File: src/rtl/serial_shift_ctrl.sv
// serial_shift_ctrl: full-duplex LSB-first shift controller with
// valid/ready load, abort, Done/Aborted pulses and an idle gap.
//
// Ports:
//   Clk, Reset          clock, synchronous active-high reset
//   In_valid/In_ready   parallel word handshake, In_data word
//   Abort               cancel a transfer in progress
//   Ser_in/Ser_out      serial receive/transmit bit
//   Ser_en              serial bit valid this cycle
//   Bit_cnt             index of bit currently on Ser_out
//   Rx_data             last completed received word
//   Done/Aborted        one-cycle completion/cancel pulses
//   Busy                controller not idle
module serial_shift_ctrl #(
    parameter int N   = 8,
    parameter int GAP = 2,
    parameter int CW  = $clog2(N)
) (
    input  logic          Clk,
    input  logic          Reset,
    input  logic          In_valid,
    output logic          In_ready,
    input  logic [N-1:0]  In_data,
    input  logic          Abort,
    input  logic          Ser_in,
    output logic          Ser_out,
    output logic          Ser_en,
    output logic [CW-1:0] Bit_cnt,
    output logic [N-1:0]  Rx_data,
    output logic          Done,
    output logic          Aborted,
    output logic          Busy
);

    localparam logic [1:0] S_IDLE  = 2'd0;
    localparam logic [1:0] S_SHIFT = 2'd1;
    localparam logic [1:0] S_GAP   = 2'd2;

    // Gap counter is kept at least one bit wide so GAP=0/1 builds still
    // elaborate; with GAP=0 the GAP state is simply never entered.
    localparam int GW = (GAP > 1) ? $clog2(GAP) : 1;

    logic [1:0]    state_q, state_d;
    logic [N-1:0]  shreg_q, shreg_d;
    logic [CW-1:0] cnt_q, cnt_d;
    logic [GW-1:0] gap_q, gap_d;
    logic [N-1:0]  rx_q, rx_d;
    logic          done_q, done_d;
    logic          abt_q, abt_d;

    always_comb begin
        state_d = state_q;
        shreg_d = shreg_q;
        cnt_d   = cnt_q;
        gap_d   = gap_q;
        rx_d    = rx_q;
        done_d  = 1'b0;
        abt_d   = 1'b0;
        case (state_q)
            S_IDLE: begin
                if (In_valid) begin
                    shreg_d = In_data;
                    cnt_d   = '0;
                    state_d = S_SHIFT;
                end
            end
            S_SHIFT: begin
                // Abort outranks completion, even on the last bit.
                if (Abort) begin
                    state_d = S_IDLE;
                    cnt_d   = '0;
                    abt_d   = 1'b1;
                end else begin
                    shreg_d = {Ser_in, shreg_q[N-1:1]};
                    if (cnt_q == CW'(N - 1)) begin
                        rx_d    = {Ser_in, shreg_q[N-1:1]};
                        done_d  = 1'b1;
                        cnt_d   = '0;
                        gap_d   = '0;
                        state_d = (GAP > 0) ? S_GAP : S_IDLE;
                    end else begin
                        cnt_d = cnt_q + 1'b1;
                    end
                end
            end
            S_GAP: begin
                if (gap_q == GW'(GAP - 1)) begin
                    state_d = S_IDLE;
                end else begin
                    gap_d = gap_q + 1'b1;
                end
            end
            default: state_d = S_IDLE;
        endcase
    end

    always_ff @(posedge Clk) begin
        if (Reset) begin
            state_q <= S_IDLE;
            shreg_q <= '0;
            cnt_q   <= '0;
            gap_q   <= '0;
            rx_q    <= '0;
            done_q  <= 1'b0;
            abt_q   <= 1'b0;
        end else begin
            state_q <= state_d;
            shreg_q <= shreg_d;
            cnt_q   <= cnt_d;
            gap_q   <= gap_d;
            rx_q    <= rx_d;
            done_q  <= done_d;
            abt_q   <= abt_d;
        end
    end

    assign In_ready = (state_q == S_IDLE);
    assign Busy     = (state_q != S_IDLE);
    assign Ser_en   = (state_q == S_SHIFT);
    assign Ser_out  = Ser_en & shreg_q[0];
    assign Bit_cnt  = cnt_q;
    assign Rx_data  = rx_q;
    assign Done     = done_q;
    assign Aborted  = abt_q;

endmodule

File: config.mk
export PLATFORM = sky130hd
export DESIGN_NAME = serial_shift_ctrl
export DESIGN_NICKNAME = d
export VERILOG_FILES = /design/src/rtl/serial_shift_ctrl.sv
export SDC_FILE = /design/constraint.sdc
export NUM_CORES = 1
export LEC_CHECK = 0
export BUFFER_PORTS_ARGS = -buffer_cell sky130_fd_sc_hd__buf_2
export CAP_MARGIN = 20
export CORE_ASPECT_RATIO = 1.5
export CORE_MARGIN = 2
export CORE_UTILIZATION = 50
export DETAILED_ROUTE_END_ITERATION = 8
export PLACE_DENSITY = 0.77
export SLEW_MARGIN = 40
export SYNTH_ARGS = -nofsm -noshare
export SYNTH_HDL_FRONTEND = slang
export SYNTH_SLANG_ARGS = --single-unit
File: constraint.sdc
create_clock -name Clk -period 2.82 [get_ports Clk]
set_input_delay 0.141 -clock Clk [delete_from_list [all_inputs] [get_ports Clk]]
set_output_delay 0.141 -clock Clk [all_outputs]
set_load 0.03 [all_outputs]
==> results.sh, run 1 <==
export IMPL_crit_path_max_incr_delay_ns=0.47
export IMPL_hold_buffers=0
export IMPL_leakage_nw=0.551
export IMPL_hp_class="in2reg"
export IMPL_globalplace_congestion=0.754
export IMPL_clk_pin_slew_ns=0.13
export IMPL_grt_max_degree=25
export IMPL_slew_viol_final=0
export IMPL_finalPower_mw=0.677
export IMPL_drt_iter0_drc=13
export IMPL_crit_path_end_kind="output port"
export IMPL_io_buffers=29
export IMPL_worst_skew_pair_late_latency_ns=0.30
export IMPL_worst_path_max_delay_cell="dfxtp_1"
export IMPL_setup_ws_ns=1.25
export IMPL_ioPinCount=30
export IMPL_setup_tns_ns=0
export IMPL_max_slew_margin=0.634
export IMPL_r2r_slack_ns=1.30
export IMPL_rows=19
export IMPL_drt_first_pass_iters=4
export IMPL_layout_min_cycle_time_ns=1.57
export IMPL_post_synth_instance_area_mm2=0.00101
export IMPL_clockRootBuffer="clkbuf_4"
export IMPL_grt_overflow_total=0
export IMPL_required_ns=2.68
export IMPL_netlist_instances=110
export IMPL_fp_dieW_um=40.6
export IMPL_area_delta_synth_final_pct=19.3
export IMPL_reg2reg_depth=5
export IMPL_worst_slew_pin_slew_ns=0.548
export IMPL_yosys_warnings=0
export IMPL_vias_per_cell=5.42
export IMPL_p_per_area_mw_per_mm2=563
export IMPL_die_area_mm2=0.00240
export IMPL_crit_fanout=9
export IMPL_finalHoldViolCount=0
export IMPL_drc=0
export IMPL_track_usage=0.199
export IMPL_place_area_mm2=0.00115
export IMPL_final_area_mm2=0.00120
export IMPL_avgRoutedWirePerCell_um=13.0
export IMPL_wl_um=2070
export IMPL_yosysSeqAreaShare=0.477
export IMPL_critPathKind="reg2out"
export IMPL_diodes=0
export IMPL_htreeDepth=1
export IMPL_synth_seq_cells=24
export IMPL_nNetsFinal=155
export IMPL_synth_nets=126
export IMPL_yosysTopAreaCellShare=0.477
export IMPL_hpwl_um=1520
export IMPL_antenna_found_initial=0
export IMPL_postRouteAntennaNets=0
export IMPL_finalCritPeriodShare=0.557
export IMPL_grt_pass1_wl_um=3310
export IMPL_nFillCells=162
export IMPL_drive_gt1_frac=0.326
export IMPL_startpoint_type="flop"
export IMPL_fin_skew_ns=0.00350
export IMPL_initial_utilization=0.536
export IMPL_numCtsBuffers=3
export IMPL_path_buf_inv=1
export IMPL_synth_top_cell_by_area="dfxtp_1"
export IMPL_cap_violations=0
export IMPL_finalSetupViolCount=0
export IMPL_rsz0062_at_grt="no"
export IMPL_ir_drop_uv=321
export IMPL_grt_pass1_vias=774
export IMPL_vias=862
export IMPL_synth_cell_types=24
export IMPL_fp_dieH_um=59.0
export IMPL_synthTopCellsByArea="dfxtp_1 (48%), a21oi_1 (8.9%), o221a_2 (8.9%)"
export IMPL_clkSinkCount=24
export IMPL_worst_ep_arrival_time_ns=1.43
export IMPL_path_depth=3
export IMPL_cp_top_family="flip-flops"
export IMPL_crit_chain="nor2b_1, and2_1, buf_2"
export IMPL_place_ws_ns=1.34
export IMPL_cts_tree="yes"
export IMPL_outcome="completed"
export IMPL_whs_path_depth=3
export IMPL_cts_resized=0
export IMPL_syn_avg_cell_area_um2=9.16
export IMPL_post_cts_buffers=0
export IMPL_cts_buffer_depth=2
export IMPL_core_mm2=0.00188
export IMPL_holdWs_ns=0.0764
export IMPL_fmax_mhz=636
routing by layer:
layer  track usage  up-vias  share of wire
met5             0        -              0
li1              -      434              -
met4        0.0857        0         0.0077
met3        0.0376        2          0.048
met2         0.329       23           0.52
met1         0.239      403           0.43
tightest hold or removal path, delay by kind of cell:
kind	cells	cell delay [ns]
buffers and inverters	1	0.10
AND/OR/NAND/NOR	1	0.05
AO/OA/AOI/OAI	1	0.05
logic make-up after synthesis:
group	count (synthesis)	synth area share
DFF	24	0.477
AOI/OAI and AO/OA	32	0.226
buffers and inverters	16	0.0708
and+or+nand+nor	35	0.189
adders and majority gates	3	0.0373
layout by cell type, fill, tap and decap left out, drive strengths merged:
cell / n
o221a: 8
a22oi: 3
bufinv: 1
clkbuf: 3
a32oi: 1
nand2: 17
nor2: 7
buf: 29
inv: 11
nor2b: 1
a21oi: 19
dfxtp: 24
ha: 3
and2b: 1
and2: 1
nand2b: 3
and4bb: 1
o21bai: 1
nor3b: 2
and3b: 1
nand4bb: 1
sequential cells by signal (all words and copies together), names as in the netlist:
signal,cells
Rx_data,8
Done,1
state_q,2
Bit_cnt,3
shreg_q,8
Aborted,1
gap_q,1
cell usage after synthesis:
| library cell | count |
|---|---|
| a21oi_1 | 18 |
| a21oi_2 | 1 |
| a22oi_1 | 3 |
| a32oi_1 | 1 |
| and2_1 | 1 |
| and2b_1 | 1 |
| and3b_1 | 1 |
| and4bb_2 | 1 |
| buf_2 | 3 |
| buf_6 | 1 |
| clkbuf_1 | 1 |
| dfxtp_1 | 24 |
| ha_1 | 3 |
| inv_1 | 11 |
| nand2_1 | 16 |
| nand2_2 | 1 |
| nand2b_1 | 3 |
| nand4bb_1 | 1 |
| nor2_1 | 7 |
| nor2b_1 | 1 |
| nor3b_1 | 1 |
| nor3b_4 | 1 |
| o21bai_1 | 1 |
| o221a_2 | 8 |
final timing paths:
kind | start | end
max | state_q[0] | Ser_out
min | Ser_in | Rx_data[7]
max reg2reg | Bit_cnt[0] | gap_q
min reg2reg | Rx_data[6] | Rx_data[6]
through the flow:
step                 util  cells
floorplan               -    110
global placement    0.612    155
detailed placement  0.612    155
CTS                 0.640    159
global route        0.640    159
finish              0.640    159
report_power, final:
group	switching [mW]	total, mW	internal, mW
Combinational	0.0414	0.0720	0.0306
Clock	0.0972	0.241	0.144
Sequential	0.0116	0.364	0.352
final cells by class:
cell class / count / area, um^2 / area share
clock buffer: 3 / 22.5 / 0.0188
inverter: 11 / 41.3 / 0.0344
clock inverter: 1 / 30.0 / 0.0250
multi-input combinational: 70 / 455 / 0.379
timing repair buffer: 29 / 145 / 0.121
sequential: 24 / 480 / 0.400
tap: 21 / 26.3 / 0.0219
(Power assumes the default switching activity.)
==> run 2: changes to the inputs <==
CORE_UTILIZATION = 49   (was 50)
PLACE_DENSITY = 0.75   (was 0.77)
clock period = 1.5 ns   (was 2.82 ns; I/O delays follow)
==> run 2 against run 1 <==
Compared with the run above: sequential cell count stayed put; die area rose by 1.9%; clock power increased by 38%; critical path depth stayed put; wire length up 2.1%; sequential power increased by 88%; largest power group unchanged.
==> results.sh, run 2 (synthesis results as in run 1) <==
export IMPL_ir_drop_uv=749
export IMPL_fp_dieH_um=59.5
export IMPL_layout_min_cycle_time_ns=1.38
export IMPL_avgRoutedWirePerCell_um=12.9
export IMPL_worst_slew_pin_slew_ns=0.408
export IMPL_place_area_mm2=0.00117
export IMPL_worst_path_max_delay_cell="dfxtp_2"
export IMPL_wl_um=2110
export IMPL_grt_pass1_wl_um=3490
export IMPL_fmax_mhz=726
export IMPL_reg2reg_depth=5
export IMPL_fin_skew_ns=0.00436
export IMPL_crit_path_end_kind="output port"
export IMPL_diodes=0
export IMPL_crit_fanout=9
export IMPL_post_cts_buffers=0
export IMPL_slew_viol_final=0
export IMPL_finalSetupViolCount=0
export IMPL_rsz0062_at_grt="no"
export IMPL_htreeDepth=1
export IMPL_cts_tree="yes"
export IMPL_final_area_mm2=0.00122
export IMPL_fp_dieW_um=41.0
export IMPL_setup_tns_ns=0
export IMPL_finalCritPeriodShare=0.918
export IMPL_initial_utilization=0.509
export IMPL_holdWs_ns=0.0310
export IMPL_grt_max_degree=25
export IMPL_final_common_cell="buf_2"
export IMPL_vias_per_cell=5.35
export IMPL_min_delay_start="In_data[5]"
export IMPL_postRouteAntennaNets=0
export IMPL_globalplace_congestion=0.679
export IMPL_core_mm2=0.00198
export IMPL_clk_pin_slew_ns=0.13
export IMPL_clkSinkCount=24
export IMPL_drt_first_pass_iters=3
export IMPL_nNetsFinal=159
export IMPL_critPathLaunch="state_q[0]"
export IMPL_startpoint_type="flop"
export IMPL_layout_common_cells="buf_2 (29), dfxtp_1 (23), a21oi_1 (18), nand2_1 (16), inv_1 (11)"
export IMPL_worst_skew_pair_late_latency_ns=0.31
export IMPL_rows=20
export IMPL_critPathKind="reg2out"
export IMPL_drive_gt1_frac=0.352
export IMPL_grt_pass1_vias=852
export IMPL_hpwl_um=1540
export IMPL_path_buf_inv=1
export IMPL_hp_class="in2reg"
export IMPL_outcome="completed"
export IMPL_io_buffers=29
export IMPL_crit_chain="nor2b_2, and2_1, buf_2"
export IMPL_vias=877
export IMPL_drc=0
export IMPL_leakage_nw=0.563
export IMPL_numCtsBuffers=3
export IMPL_die_area_mm2=0.00244
export IMPL_cap_violations=0
export IMPL_worst_ep_arrival_time_ns=1.30
export IMPL_area_delta_synth_final_pct=21.4
export IMPL_crit_path_max_incr_delay_ns=0.42
export IMPL_required_ns=1.42
export IMPL_reg2reg_from="Bit_cnt[0]"
export IMPL_whs_path_depth=2
export IMPL_track_usage=0.210
export IMPL_cp_top_family="flip-flops"
export IMPL_ioPinCount=30
export IMPL_cts_buffer_depth=2
export IMPL_grt_overflow_total=0
export IMPL_max_slew_margin=0.728
export IMPL_finalHoldViolCount=0
export IMPL_antenna_found_initial=0
export IMPL_r2r_slack_ns=0.15
export IMPL_path_depth=3
export IMPL_clockRootBuffer="clkbuf_4"
export IMPL_p_per_area_mw_per_mm2=946
export IMPL_drt_iter0_drc=24
## run 2: cell types whose count changed in the layout (fill, tap and decap cells not counted), sizes merged
cell,before,now
buf,29,32
bufinv,1,0
clkbuf,3,4
dlygate4sd3,0,1
## run 2: area by class of cell
type                            count  area [um^2]
Fill cell                         194          754
Clock buffer                        4         36.3
Timing Repair Buffer               33          178
Tap cell                           22         27.5
Inverter                           11         41.3
Multi-Input combinational cell     70          458
Sequential cell                    24          482
## run 2: per-stage QoR
stage	util	power, mW	instances	setup WS, ns
2_1_floorplan	-	0.787	110	0.00533
6_report	0.618	1.16	164	0.123
5_1_grt	0.618	1.21	164	0.0245
3_5_place_dp	0.593	0.835	159	0.160
4_1_cts	0.618	1.17	164	0.0240
3_3_place_gp	0.593	0.832	159	0.227
## run 2: worst register-to-register path, delay by kind of cell (launching register included)
family | cells | cell delay [ns]
flip-flops | 1 | 0.40
adder cells (fa/ha/maj) | 2 | 0.35
AO/OA/AOI/OAI | 1 | 0.13
AND/OR/NAND/NOR | 2 | 0.41
## run 2: final timing paths
kind                end
min          shreg_q[5]
max             Ser_out
min reg2reg  Rx_data[2]
max reg2reg  Rx_data[4]
## run 2: power breakdown
part / switching (mW) / internal (mW) / total (mW)
Sequential: 0.0207 / 0.663 / 0.683
Clock: 0.184 / 0.148 / 0.333
Combinational: 0.0779 / 0.0626 / 0.140
## run 2: repair_timing
item,4_1_cts,5_1_grt
endpoints found under the setup margin,1,1
hold buffers,1,0
endpoints found under the hold margin,1,0
gates resized for setup,1,1
## run 2: per-layer routing
| metal | GRT usage | up-vias | routed length, um |
|---|---|---|---|
| li1 | - | 442 | - |
| met2 | 0.359 | 23 | 1100 |
| met5 | 0 | - | 0 |
| met3 | 0.0226 | 6 | 84 |
| met4 | 0.143 | 0 | 67 |
| met1 | 0.220 | 406 | 862 |
